### config.mk
export PLATFORM = sky130hd
export DESIGN_NAME = cpu_run_ctrl
export DESIGN_NICKNAME = d
export VERILOG_FILES = /design/src/rtl/cpu_run_ctrl.sv
export SDC_FILE = /design/constraint.sdc
export NUM_CORES = 1
export LEC_CHECK = 0
export BUFFER_PORTS_ARGS = -buffer_cell sky130_fd_sc_hd__buf_2
export CAP_MARGIN = 20
export CORE_UTILIZATION = 51
export DETAILED_ROUTE_END_ITERATION = 8
export PLACE_DENSITY = 0.83
export SLEW_MARGIN = 20
export SYNTH_ARGS = -nofsm -noshare
export SYNTH_HDL_FRONTEND = slang
export SYNTH_SLANG_ARGS = --single-unit
### constraint.sdc
create_clock -name clk -period 3.9 [get_ports clk]
set_input_delay 0.975 -clock clk [delete_from_list [all_inputs] [get_ports clk]]
set_output_delay 0.975 -clock clk [all_outputs]
set_load 0.02 [all_outputs]
### src/rtl/cpu_run_ctrl.sv
// Run sequencer for the single-cycle MIPS32 core: preloads memories,
// releases the core, counts run cycles and stops on HALT or timeout.
`timescale 1ns/1ps
module cpu_run_ctrl #(
    parameter int          IMEM_AW   = 8,
    parameter int          DMEM_AW   = 8,
    parameter int          DMEM_BASE = 16,
    parameter int          CNT_W     = 16,
    parameter logic [31:0] HALT_WORD = 32'hFC000000
) (
    input  logic               clk,
    input  logic               reset,
    input  logic               start,
    input  logic               ld_valid,
    output logic               ld_ready,
    input  logic [31:0]        ld_data,
    input  logic               ld_sel,
    input  logic               ld_last,
    input  logic [CNT_W-1:0]   timeout_limit,
    input  logic [31:0]        cpu_instr,
    input  logic [31:0]        cpu_pc,
    output logic               cpu_reset,
    output logic               cpu_en,
    output logic               imem_we,
    output logic [IMEM_AW-1:0] imem_waddr,
    output logic               dmem_we,
    output logic [DMEM_AW-1:0] dmem_waddr,
    output logic [31:0]        mem_wdata,
    output logic               busy,
    output logic               done,
    output logic               halted,
    output logic               timeout,
    output logic               ovf_err,
    output logic [CNT_W-1:0]   cycle_count,
    output logic [31:0]        halt_pc
);

    typedef enum logic [2:0] {
        S_IDLE,
        S_LOAD,
        S_RELEASE,
        S_RUN,
        S_DONE
    } state_t;

    localparam logic [IMEM_AW-1:0] IMAX  = '1;
    localparam logic [DMEM_AW-1:0] DMAX  = '1;
    localparam logic [DMEM_AW-1:0] DBASE = DMEM_AW'(DMEM_BASE);
    localparam logic [CNT_W-1:0]   CMAX  = '1;

    state_t             state;
    logic [IMEM_AW-1:0] iptr;
    logic [DMEM_AW-1:0] dptr;
    logic               ifull;
    logic               dfull;

    logic accept;
    logic halt_hit;
    logic limit_hit;

    assign accept    = ld_valid & ld_ready;
    assign halt_hit  = (cpu_instr == HALT_WORD);
    assign limit_hit = (timeout_limit != '0) &&
                       (cycle_count == timeout_limit);

    always_ff @(posedge clk or negedge reset) begin
        if (!reset) begin
            state       <= S_IDLE;
            iptr        <= '0;
            dptr        <= '0;
            ifull       <= 1'b0;
            dfull       <= 1'b0;
            ld_ready    <= 1'b0;
            cpu_reset   <= 1'b1;
            cpu_en      <= 1'b0;
            imem_we     <= 1'b0;
            imem_waddr  <= '0;
            dmem_we     <= 1'b0;
            dmem_waddr  <= '0;
            mem_wdata   <= '0;
            busy        <= 1'b0;
            done        <= 1'b0;
            halted      <= 1'b0;
            timeout     <= 1'b0;
            ovf_err     <= 1'b0;
            cycle_count <= '0;
            halt_pc     <= '0;
        end else begin
            imem_we <= 1'b0;
            dmem_we <= 1'b0;
            unique case (state)
                S_IDLE, S_DONE: begin
                    if (start) begin
                        state       <= S_LOAD;
                        ld_ready    <= 1'b1;
                        busy        <= 1'b1;
                        cpu_reset   <= 1'b1;
                        cpu_en      <= 1'b0;
                        iptr        <= '0;
                        dptr        <= DBASE;
                        ifull       <= 1'b0;
                        dfull       <= 1'b0;
                        cycle_count <= '0;
                        done        <= 1'b0;
                        halted      <= 1'b0;
                        timeout     <= 1'b0;
                        ovf_err     <= 1'b0;
                    end
                end
                S_LOAD: begin
                    if (accept) begin
                        mem_wdata <= ld_data;
                        // Full pointers park at the top address.
                        if (!ld_sel) begin
                            if (ifull) begin
                                ovf_err <= 1'b1;
                            end else begin
                                imem_we    <= 1'b1;
                                imem_waddr <= iptr;
                                if (iptr == IMAX) ifull <= 1'b1;
                                else iptr <= iptr + 1'b1;
                            end
                        end else begin
                            if (dfull) begin
                                ovf_err <= 1'b1;
                            end else begin
                                dmem_we    <= 1'b1;
                                dmem_waddr <= dptr;
                                if (dptr == DMAX) dfull <= 1'b1;
                                else dptr <= dptr + 1'b1;
                            end
                        end
                        if (ld_last) begin
                            state    <= S_RELEASE;
                            ld_ready <= 1'b0;
                        end
                    end
                end
                S_RELEASE: begin
                    state     <= S_RUN;
                    cpu_reset <= 1'b0;
                    cpu_en    <= 1'b1;
                end
                S_RUN: begin
                    // Count freezes at the value that ended the run.
                    if (halt_hit || limit_hit) begin
                        state   <= S_DONE;
                        cpu_en  <= 1'b0;
                        busy    <= 1'b0;
                        done    <= 1'b1;
                        halted  <= halt_hit;
                        timeout <= !halt_hit;
                        halt_pc <= cpu_pc;
                    end else if (cycle_count != CMAX) begin
                        cycle_count <= cycle_count + 1'b1;
                    end
                end
                default: begin
                    state <= S_IDLE;
                end
            endcase
        end
    end

endmodule
==> results of run 1 <==
==> layout make-up <==
class | instances | share of cell area, %
Sequential cell | 127 | 42.0
Timing Repair Buffer | 227 | 15.3
Inverter | 6 | 0.297
Clock buffer | 19 | 5.98
Tap cell | 140 | 2.31
Clock inverter | 13 | 1.82
Multi-Input combinational cell | 312 | 32.3
==> registers in the layout, summed over array words and instances (netlist names), 3 cells and up <==
signal / flops
mem_wdata: 32
dmem_waddr: 8
iptr: 8
dptr: 8
imem_waddr: 8
cycle_count: 16
halt_pc: 32
state: 3
==> through the flow <==
step                power [uW]  setup slack, ns  hold slack (ns)  utilization, %  cells
global route              5220            0.758            0.512            69.3    844
finish                    4930            0.908            0.491            69.3    844
floorplan                 2900             1.08            0.482               -    468
CTS                       4970            0.925            0.500            69.3    844
global placement          3360            0.640            0.472            63.9    812
detailed placement        3410            0.510            0.479            63.9    812
==> worst register-to-register path, cell delays in order (launching register included) <==
cell and delay [ns]:
dfrtp_1 0.46, xor2_1 0.19, nor4_1 0.34, nand2_1 0.12
or2_1 0.35, a21o_2 0.59, mux2_4 0.47
==> metal layers <==
layer	wire length, um	vias up	share of wire (%)	global-route usage [%]
met5	0	-	0	0
met4	136	0	1.1	8.59
met3	823	8	6.4	6.15
met2	6490	197	51	38.9
met1	5360	2153	42	26.9
li1	-	2136	-	-
==> cell families (layout without fill, tap and decap cells) <==
family | count (synthesis) | after routing | synth area share (%)
AO/OA/AOI/OAI | 58 | 58 | 6.74
XOR/XNOR | 28 | 28 | 4.23
adder cells (fa/ha/maj) | 3 | 3 | 0.648
buffers and inverters | 29 | 265 | 2.96
flip-flops | 127 | 127 | 54.9
multiplexers | 86 | 86 | 18.4
AND/OR/NAND/NOR | 137 | 137 | 12.2
==> Yosys cell counts (5+ instances only) <==
cell type | count | share of area (%)
a21o_1 | 10 | 1.3
a21oi_1 | 8 | 0.69
a31oi_1 | 5 | 0.54
and3_1 | 6 | 0.65
buf_2 | 5 | 0.43
buf_6 | 7 | 1.4
clkbuf_1 | 10 | 0.65
dfrtp_1 | 126 | 54
inv_1 | 6 | 0.39
mux2_2 | 54 | 10
mux2_4 | 27 | 7.0
mux2i_1 | 5 | 0.86
nand2_1 | 28 | 1.8
nand3_1 | 24 | 2.1
nand4_1 | 11 | 1.2
nor2_1 | 27 | 1.7
nor3_1 | 8 | 0.69
nor4_1 | 12 | 1.3
o21ai_0 | 10 | 0.86
o31ai_1 | 7 | 0.91
xnor2_1 | 6 | 0.91
xor2_1 | 22 | 3.3
==> power by group through the flow <==
stage               Sequential (uW)  Combinational [uW]  Clock (uW)
floorplan                      2200                 701           0
CTS                            1910                1490        1580
global route                   1960                1610        1640
global placement               1910                1450           0
finish                         1910                1470        1550
detailed placement             1930                1480           0
==> how the worst max path moves through the flow <==
| stage | from | end | depth (start not counted) |
|---|---|---|---|
| after detailed placement | timeout_limit[8] | halt_pc[1] | 7 |
| after floorplan | cpu_instr[17] | halt_pc[10] | 7 |
| final | timeout_limit[8] | halt_pc[1] | 7 |
| after global placement | timeout_limit[8] | halt_pc[0] | 7 |
| after CTS | timeout_limit[8] | halt_pc[1] | 7 |
| after global routing | timeout_limit[8] | halt_pc[1] | 7 |
==> cell usage in the layout, fill, tap and decap left out, types with 11 or more instances in the layout <==
master and count:
mux2_4 27, nand2_1 28, nor2_1 26, mux2_2 54, nand4_1 11, dfrtp_1 126
xor2_1 22, nand3_1 24, buf_2 222, clkbuf_16 17, nor4_1 12
==> impl_results.md, run 1 <==
* Initial DRC count at 176
* Antenna Nets Post-Route at 0
* Core footprint at 10900 um^2
* TritonRoute pass-1 iters at 6
* Initial antenna violation count at 0
* Syn_nets at 589
* Synth warn at 0
* Residual DRC at 0
* Worst-path clk slew at 0.06 ns
* Starting Density at 53.0%
* DR vias at 4494
* Post-synth EDFFs at 0
* Max-cap viol count at 0
* Async S/R FF share, synth at 100%
* Post-route cell area at 7570 um^2
* GR Overflow Total at 0
* Total CTS buffers at 17
* Fmax at 334 MHz
* Critical-path maximum fanout at 35
* WP data arrival at 3.29 ns
* Hpwl dp at 9.47 mm
* Mean post-synth cell area at 12.4 um^2
* Worst vdd ir at 0.391 mV
* Largest net degree at the start of global routing at 76
* Post-CTS setup buffers at 0
* Worst EP required at 4.20 ns
* Power Dens Cells at 651 nW/um^2
* Post-Synthesis Cells at 468
* Final WL at 12.8 mm
* Leakage at 0.00408 uW
* Global-route wire length before repair at 20.4 mm
* Post-CTS Hold Buffers at 0
* NetSw at 1710 uW
* Synth cell types at 47
* Post-synthesis sequential area ratio at 54.9%
* FP Rows at 38
* Diodes inserted at 0
* Final hold viol count at 0
* Synth Flop Type: dfrtp_1
* Layout fillers at 785
* CTS tree: done
* FF+latch area at 3180 um^2
* Area Overhead vs Synth at 30.8%
* Area occupied by multi-input gates at 2450 um^2
* Setup crit end kind: register
* Htree depth at 4
* Tmin final at 2.99 ns
* WL/cell at 15.2 um
* Post-synthesis sequential element count at 127
* R2R Setup Slk at 1.27 ns
* Die Y at 109 um
* Via density at 5.32
* Int Power at 3220 uW
* Clock sinks at 127
* Max stage delay on crit path at 0.87 ns
* Clock power frac at 31.4%
* RSZ-0062 raised after global routing: no
* Critical path, cell by cell: buf_2 -> nor4_1 -> nand4_1 -> nand3_1 -> or2_1 -> a21o_2 -> mux2_2
* Final period utilization at 76.7%
* Hold_sp: done
* Crit Path Class: in2reg
* Vias in the first global route at 4338
* Die area at 11800 um^2
* Share of layout cells above drive strength 1 at 48.9%
* Min-Delay Path Class: reg2reg
* R2r endpoint: halt_pc[11]
* CTS max path bufs at 2
* Root Driver: clkbuf_16
* Delay-heaviest family, CP: simple AND/OR/NAND/NOR gates
* Post-place instance area at 6980 um^2
* Total track usage at 22.6%
* Nets at 812
* # IOs at 224
* Sum of negative setup slack at 0 ns
* Number of port buffers at 223
* Slowest CP cell: a21o_2
* Switching Fraction at 34.8%
* CTS resizes at 0
* Die X at 109 um
* FF-to-FF Start: cycle_count[5]
* Fin Clk Skew at 0.0293 ns
* Flop pwr share at 38.8%
* Skew-Pair Late Insertion Delay at 0.42 ns
* Final Max Slew Viols at 0
* Routability cong. at 0.896
* WP buf/inv at 1
* R2R cell count at 6
* Comb pwr share at 29.8%
* Final setup vio count at 0
* Worst Hold Depth at 2
* Hold Crit Endpoint: done
* Slew HR at 30.6%
* Mapped cell area at 5790 um^2
* Worst Tran Pin Value at 1.04 ns
* Startpoint Class: primary input
* Status: finished, final reports clean
(Power assumes the default switching activity.)
==> run 2: changes to the inputs <==
--- a/config.mk
+++ b/config.mk
@@ -5,11 +5,12 @@
 export SDC_FILE = /design/constraint.sdc
 export NUM_CORES = 1
 export LEC_CHECK = 0
+export ABC_AREA = 1
 export BUFFER_PORTS_ARGS = -buffer_cell sky130_fd_sc_hd__buf_2
 export CAP_MARGIN = 20
-export CORE_UTILIZATION = 51
+export CORE_UTILIZATION = 45
 export DETAILED_ROUTE_END_ITERATION = 8
-export PLACE_DENSITY = 0.83
+export PLACE_DENSITY = 0.77
 export SLEW_MARGIN = 20
 export SYNTH_ARGS = -nofsm -noshare
 export SYNTH_HDL_FRONTEND = slang
==> constraint.sdc (replaced) <==
create_clock -name clk -period 2.6 [get_ports clk]
set_input_delay 0.65 -clock clk [delete_from_list [all_inputs] [get_ports clk]]
set_output_delay 0.65 -clock clk [all_outputs]
set_load 0.02 [all_outputs]
==> run 2 against run 1 <==
Cell count is 43% higher. Non-clock buffer count is 8 higher. Routed wire length is 19% higher. First-iteration DRC count is 130% higher. Largest power group unchanged.
==> impl_results.md, run 2 <==
* Status: finished, final reports clean (unchanged)
* Worst Tran Pin Value at 0.947 ns (was 1.04 ns)
* Post-synthesis sequential element count at 127 (unchanged)
* Post-synth EDFFs at 0 (unchanged)
* Sum of negative setup slack at 0 ns (unchanged)
* CTS max path bufs at 2 (unchanged)
* Antenna Nets Post-Route at 0 (unchanged)
* M1 GR Usage at 29.3% (was 26.9%)
* RSZ-0062 raised after global routing: no (unchanged)
* Commonest cells in the synthesized netlist: 339 x nand2_1, 126 x dfrtp_1, 70 x nor2_1 (was 126 x dfrtp_1, 54 x mux2_2, 28 x nand2_1)
* Post-CTS Hold Buffers at 0 (unchanged)
* Top Usage Layer GRT: met2 (unchanged)
* WP buf/inv at 0 (was 1)
* Largest net degree at the start of global routing at 36 (was 76)
* Fmax at 478 MHz
* Leakage at 0.00454 uW (was 0.00408 uW)
* Number of port buffers at 223 (unchanged)
* # IOs at 224 (unchanged)
* Leading area contributor after synthesis: dfrtp_1 (unchanged)
* Worst EP required at 2.95 ns (was 4.20 ns)
* Critical-path maximum fanout at 17 (was 35)
* Final WL at 15.2 mm (was 12.8 mm)
* Initial DRC count at 398 (was 176)
* CTS resizes at 0 (unchanged)
* Synth cell types at 36 (was 47)
* Commonest non-fill, non-tap cell in the layout: nand2_1 (was buf_2)
* Total power at 7350 uW (was 4930 uW)
* Post-Synthesis Cells at 792 (was 468)
* Global-route wire length before repair at 25.3 mm (was 20.4 mm)
* DR vias at 5827 (was 4494)
* Syn_nets at 913 (was 589)
* Synth Flop Type: dfrtp_1 (unchanged)
* Async S/R FF share, synth at 100% (unchanged)
* Final setup vio count at 0 (unchanged)
* Final period utilization at 80.5%
* WL/cell at 12.6 um (was 15.2 um)
* GR Layer Usage met3 at 5.41% (was 6.15%)
* Via density at 4.83 (was 5.32)
* Initial antenna violation count at 0 (unchanged)
* Top cells by area, synth: dfrtp_1 51%, nand2_1 21%, nor2_1 4.3% (was dfrtp_1 54%, mux2_2 10%, mux2_4 7.0%)
* Most frequent cells in the layout: 339 x nand2_1, 222 x buf_2, 126 x dfrtp_1 (was 222 x buf_2, 126 x dfrtp_1, 54 x mux2_2)
* Final hold viol count at 0 (unchanged)
* Synth warn at 0 (unchanged)
* Post-CTS setup buffers at 0 (unchanged)
* Max-cap viol count at 0 (unchanged)
* Tmin final at 2.09 ns
* Share of layout cells above drive strength 1 at 28.1% (was 48.9%)
* Post-synthesis sequential area ratio at 51.8% (was 54.9%)
* Slew HR at 36.8% (was 30.6%)
* Die X at 119 um (was 109 um)
* Setup crit end kind: register (unchanged)
* TritonRoute pass-1 iters at 4 (was 6)
* Cell with the most instances after synthesis: nand2_1 (was dfrtp_1)
* Final Core Density at 60.7% (was 69.3%)
* Mean post-synth cell area at 7.75 um^2 (was 12.4 um^2)
* Mapped cell area at 6140 um^2 (was 5790 um^2)
* Max stage delay on crit path at 0.45 ns (was 0.87 ns)
* Final Max Slew Viols at 0 (unchanged)
* Worst-path clk slew at 0.06 ns (about the same)
* Share of the synthesized area in the top cell type at 51.4% (was 54.4%)
* WP data arrival at 2.44 ns (was 3.29 ns)
* CTS tree: done (unchanged)
* Regs by FF count: halt_pc (32), mem_wdata (32), cycle_count (16) (unchanged)
* Hpwl dp at 11.0 mm (was 9.47 mm)
* Skew-Pair Late Insertion Delay at 0.41 ns (was 0.42 ns)
* Starting Density at 46.2% (was 53.0%)
* Residual DRC at 0 (unchanged)
* M2 GR Usage at 37.0% (was 38.9%)
* Core footprint at 13300 um^2 (was 10900 um^2)
* Clock sinks at 127 (unchanged)
* Crit Path Class: reg2reg (was in2reg)
* Worst vdd ir at 0.412 mV (was 0.391 mV)
* Nets at 1139 (was 812)
* Power Dens Cells at 912 nW/um^2 (was 651 nW/um^2)
* FP Rows at 42 (was 38)
* Slowest CP cell: dfrtp_1 (was a21o_2)
* Fin Clk Skew at 0.00566 ns (was 0.0293 ns)
* Critical path, cell by cell: ha_1 -> nand3_2 -> nor2_4 -> nand2_2 -> nor2_4 -> nand2_2 -> nor3_4 -> nand2_4 -> nand3_4 -> nand2_1 -> nand2_1 (was buf_2 -> nor4_1 -> nand4_1 -> nand3_1 -> or2_1 -> a21o_2 -> mux2_2)
* Fin Hold WS at 0.186 ns (was 0.491 ns)
* Area Overhead vs Synth at 31.3% (was 30.8%)
* Vias in the first global route at 5295 (was 4338)
* Diodes inserted at 0 (unchanged)
* Startpoint Class: register (was primary input)
* Delay-heaviest family, CP: simple AND/OR/NAND/NOR gates (unchanged)
* Routability cong. at 0.883 (was 0.896)
* Die area at 14100 um^2 (was 11800 um^2)
* Total track usage at 22.6% (about the same)
* Htree depth at 4 (unchanged)
* Root Driver: clkbuf_16 (unchanged)
* Total CTS buffers at 17 (unchanged)
* Min-Delay Path Class: in2async (was reg2reg)
* Die Y at 119 um (was 109 um)
* GR Overflow Total at 0 (unchanged)
run 2: cell count changes in the layout (fill, tap and decap cells not counted), sizes merged, moves of 16 or more:
cell   previous run  this run
mux2             81         0
xor2             22         6
nor2             27        76
o21ai            11        34
inv               8        61
nand3            24        54
nand2            28       347
run 2: path summary, 6_finish.rpt:
check / depth (start not counted) / slack [ns] / startpoint / endpoint
setup / recovery: 11 / 0.51 / cycle_count[1] / cycle_count[7]
hold / removal: 1 / 0.19 / reset / imem_waddr[5]
setup reg to reg: 11 / 0.51 / cycle_count[1] / cycle_count[7]
hold reg to reg: 2 / 0.46 / cpu_reset / cpu_reset
max in group asynchronous: 2 / 1.78 / reset / cpu_reset
min in group clk: 3 / 0.43 / ld_data[21] / mem_wdata[21]
run 2: cells by family (layout without fill, tap and decap cells):
group | count (synthesis) | count (layout) | synth area share (%)
flip-flops | 127 | 127 | 51.8
AND/OR/NAND/NOR | 509 | 509 | 35.2
buffers and inverters | 89 | 328 | 5.85
AO/OA/AOI/OAI | 51 | 51 | 4.69
XOR/XNOR | 13 | 13 | 1.85
adder cells (fa/ha/maj) | 3 | 3 | 0.611
run 2: layout make-up:
cell class / count / area (um^2)
clock buffer: 22 / 464
clock inverter: 10 / 136
fill: 1167 / 5230
inverter: 61 / 229
multi-input combinational: 576 / 2600
sequential: 127 / 3180
tap: 176 / 220
timing repair buffer: 235 / 1230
run 2: metal layers:
metal	vias up	routed length, um
met1	2653	6770
met4	0	210
li1	2945	-
met3	17	991
met5	-	0
met2	212	7250
run 2: worst reg2reg max path: cells and delay by family, from the launching register on:
kind / cells / cell delay (ns)
flops: 1 / 0.45
simple gates: 10 / 1.34
fa+ha+maj: 1 / 0.25
run 2: report_power, final:
group          internal [uW]  total [uW]  switching [uW]
Sequential              2390        2610             223
Clock                   1550        2390             835
Combinational            715        2350            1640
Total                   4660        7350            2700
run 2: through the flow:
stage                     cell area (um^2)  setup slack (ns)  instances
after floorplan                       6140             0.669        792
after global placement                7460             0.449       1175
after detailed placement              7460             0.366       1175
after CTS                             8060             0.513       1207
after global routing                  8060             0.332       1207
final                                 8060             0.507       1207
==> run 3: changes to the inputs <==
--- a/config.mk
+++ b/config.mk
@@ -8,9 +8,9 @@
 export ABC_AREA = 1
 export BUFFER_PORTS_ARGS = -buffer_cell sky130_fd_sc_hd__buf_2
 export CAP_MARGIN = 20
-export CORE_UTILIZATION = 45
+export CORE_UTILIZATION = 50
 export DETAILED_ROUTE_END_ITERATION = 8
-export PLACE_DENSITY = 0.77
+export PLACE_DENSITY = 0.81
 export SLEW_MARGIN = 20
 export SYNTH_ARGS = -nofsm -noshare
 export SYNTH_HDL_FRONTEND = slang
==> constraint.sdc (replaced) <==
create_clock -name clk -period 2.08 [get_ports clk]
set_input_delay 0.52 -clock clk [delete_from_list [all_inputs] [get_ports clk]]
set_output_delay 0.52 -clock clk [all_outputs]
set_load 0.02 [all_outputs]
==> run 3 against run 2 <==
Sequential power rose by 25%. Sequential cell count unchanged. Critical path type unchanged. Clock skew increased by 0.0051 ns. First-iteration DRC count grew 15%. Fmax increased by 10%. Largest power group unchanged. Clock power increased by 27%. Register-to-register slack worse by 0.33 ns. Hold slack better by 0.12 ns.
==> impl_results.md, run 3 (synthesized netlist as in run 2, its figures left out) <==
* Dpl cells at 1154 (was 1175)
* Share of layout cells above drive strength 1 at 28.9% (was 28.1%)
* Max stage delay on crit path at 0.39 ns (was 0.45 ns)
* Final hold viol count at 0 (unchanged)
* Area Overhead vs Synth at 32.1% (was 31.3%)
* Startpoint Class: register (unchanged)
* Vias in the first global route at 5659 (was 5295)
* Slowest CP cell: dfrtp_1 (unchanged)
* RSZ-0062 raised after global routing: no (unchanged)
* Initial antenna violation count at 0 (unchanged)
* CTS tree: done (unchanged)
* Worst EP required at 2.37 ns (was 2.95 ns)
* Number of port buffers at 223 (unchanged)
* Slack of the critical path at 0.177 ns (was 0.507 ns)
* Final Max Slew Viols at 0 (unchanged)
* Global-route wire length before repair at 25.8 mm (was 25.3 mm)
* Largest net degree at the start of global routing at 73 (was 36)
* Initial DRC count at 459 (was 398)
* Setup crit end kind: register (unchanged)
* Die Y at 113 um (was 119 um)
* Tmin final at 1.90 ns (was 2.09 ns)
* Die area at 12700 um^2 (was 14100 um^2)
* Final setup vio count at 0 (unchanged)
* Diodes inserted at 0 (unchanged)
* Crit path top cell by count: buf_4
* Total CTS buffers at 17 (unchanged)
* Clock sinks at 127 (unchanged)
* TritonRoute pass-1 iters at 5 (was 4)
* Starting Density at 51.1% (was 46.2%)
* Slew HR at 63.9% (was 36.8%)
* Max-cap viol count at 0 (unchanged)
* Int Power at 5820 uW (was 4660 uW)
* Antenna Nets Post-Route at 0 (unchanged)
* Leakage at 0.00459 uW (was 0.00454 uW)
* Most frequent cells in the layout: 339 x nand2_1, 222 x buf_2, 126 x dfrtp_1 (unchanged)
* WP data arrival at 2.19 ns (was 2.44 ns)
* Comb pwr share at 32.0% (about the same)
* Via density at 5.04 (was 4.83)
* Power Dens Cells at 1140 nW/um^2 (was 912 nW/um^2)
* Final period utilization at 91.5% (was 80.5%)
* Clock power frac at 32.7% (was 32.5%)
* WL/cell at 13.1 um (was 12.6 um)
* Regs by FF count: halt_pc (32), mem_wdata (32), cycle_count (16) (unchanged)
* FP Rows at 40 (was 42)
* Htree depth at 4 (unchanged)
* Routability cong. at 0.862 (was 0.883)
* Layout fillers at 1039 (was 1167)
* Worst-path clk slew at 0.06 ns (about the same)
* Status: finished, final reports clean (unchanged)
* Root Driver: clkbuf_16 (unchanged)
* GR Overflow Total at 0 (unchanged)
* Residual DRC at 0 (unchanged)
* Total track usage at 25.5% (was 22.6%)
* Switching Fraction at 37.3% (was 36.6%)
* Placement Setup Slack at 0.0138 ns (was 0.366 ns)
* FF+latch area at 3180 um^2 (unchanged)
* Post-CTS setup buffers at 0 (unchanged)
* Nets at 1148 (was 1139)
* R2R Setup Slk at 0.18 ns (was 0.51 ns)
* Flop pwr share at 35.2% (was 35.5%)
* R2R cell count at 8 (was 11)
* Worst Hold Depth at 3
* CTS max path bufs at 2 (unchanged)
* DR vias at 5980 (was 5827)
* Min-Delay Path Class: in2reg (was in2async)
* Sum of negative setup slack at 0 ns (unchanged)
* Area occupied by multi-input gates at 2600 um^2 (unchanged)
* Hpwl dp at 11.3 mm (was 11.0 mm)
* Crit Path Class: reg2reg (unchanged)
* Critical path, cell by cell: inv_1 -> or2_1 -> nor2_4 -> buf_4 -> nand2_2 -> buf_4 -> nand4_1 -> nand2_1 (was ha_1 -> nand3_2 -> nor2_4 -> nand2_2 -> nor2_4 -> nand2_2 -> nor3_4 -> nand2_4 -> nand3_4 -> nand2_1 -> nand2_1)
* Worst vdd ir at 0.497 mV (was 0.412 mV)
* Fmax at 525 MHz (was 478 MHz)
* Skew-Pair Late Insertion Delay at 0.41 ns (about the same)
* Total power at 9280 uW (was 7350 uW)
* Final cell count without fillers at 1187 (was 1207)
* Final WL at 15.5 mm (was 15.2 mm)
* # IOs at 224 (unchanged)
* NetSw at 3460 uW (was 2700 uW)
* Die X at 113 um (was 119 um)
* Core footprint at 12000 um^2 (was 13300 um^2)
* Commonest non-fill, non-tap cell in the layout: nand2_1 (unchanged)
* Worst Tran Pin Value at 0.540 ns (was 0.947 ns)
* Critical-path maximum fanout at 25 (was 17)
* Fin Clk Skew at 0.0108 ns (was 0.00566 ns)
[run 3: changes by cell type in the layout (fill, tap and decap cells not counted), sizes merged]
cell / change
clkinvlp: +1
inv: +4
clkinv: -1
clkbuf: -4
dlygate4sd3: +1
buf: +8
[run 3: final cells by class]
type | instances | share of cell area, %
clock buffer | 18 | 5.29
clock inverter | 14 | 2.24
inverter | 61 | 2.87
multi-input combinational | 576 | 32.1
sequential | 127 | 39.2
tap | 147 | 2.27
timing repair buffer | 244 | 16.1
[run 3: power by group through the flow]
stage | registers, uW | clock network (uW) | logic (uW)
floorplan | 3830 | 0 | 1430
CTS | 3260 | 3090 | 3000
global route | 3330 | 3200 | 3300
finish | 3270 | 3040 | 2970
global placement | 3280 | 0 | 2920
detailed placement | 3290 | 0 | 2990
[run 3: critical path, delay by kind of cell, from the launching register on]
family,cells,cell delay [ns]
flops,1,0.39
simple gates,5,0.74
buf+inv,3,0.64
[run 3: worst paths after layout]
path                        startpoint             end
hold reg to reg                   done            done
setup / recovery              state[1]  cycle_count[8]
hold / removal             ld_data[21]   mem_wdata[21]
setup reg to reg              state[1]  cycle_count[8]
min in group asynchronous        reset   imem_waddr[5]
max in group asynchronous        reset    mem_wdata[3]
[run 3: per-stage QoR]
| stage | hold WS (ns) | cell area (um^2) | utilization (%) |
|---|---|---|---|
| after floorplan | 0.224 | 6140 | - |
| after global placement | 0.331 | 7490 | 62.3 |
| after detailed placement | 0.331 | 7490 | 62.3 |
| after CTS | 0.294 | 8110 | 67.5 |
| after global routing | 0.298 | 8110 | 67.5 |
| final | 0.309 | 8110 | 67.5 |
[run 3: metal layers]
metal  track usage [%]  share of wire (%)
met2              44.4                 50
met3              4.82                5.4
met5                 0                  0
met4              8.62                1.4
met1              32.1                 43
[run 3: timing repair]
item / CTS / global route
resized for setup: 0 / 1
endpoints found under the hold margin: 2 / 0
endpoints found under the setup margin: 0 / 1
hold buffers: 1 / 0
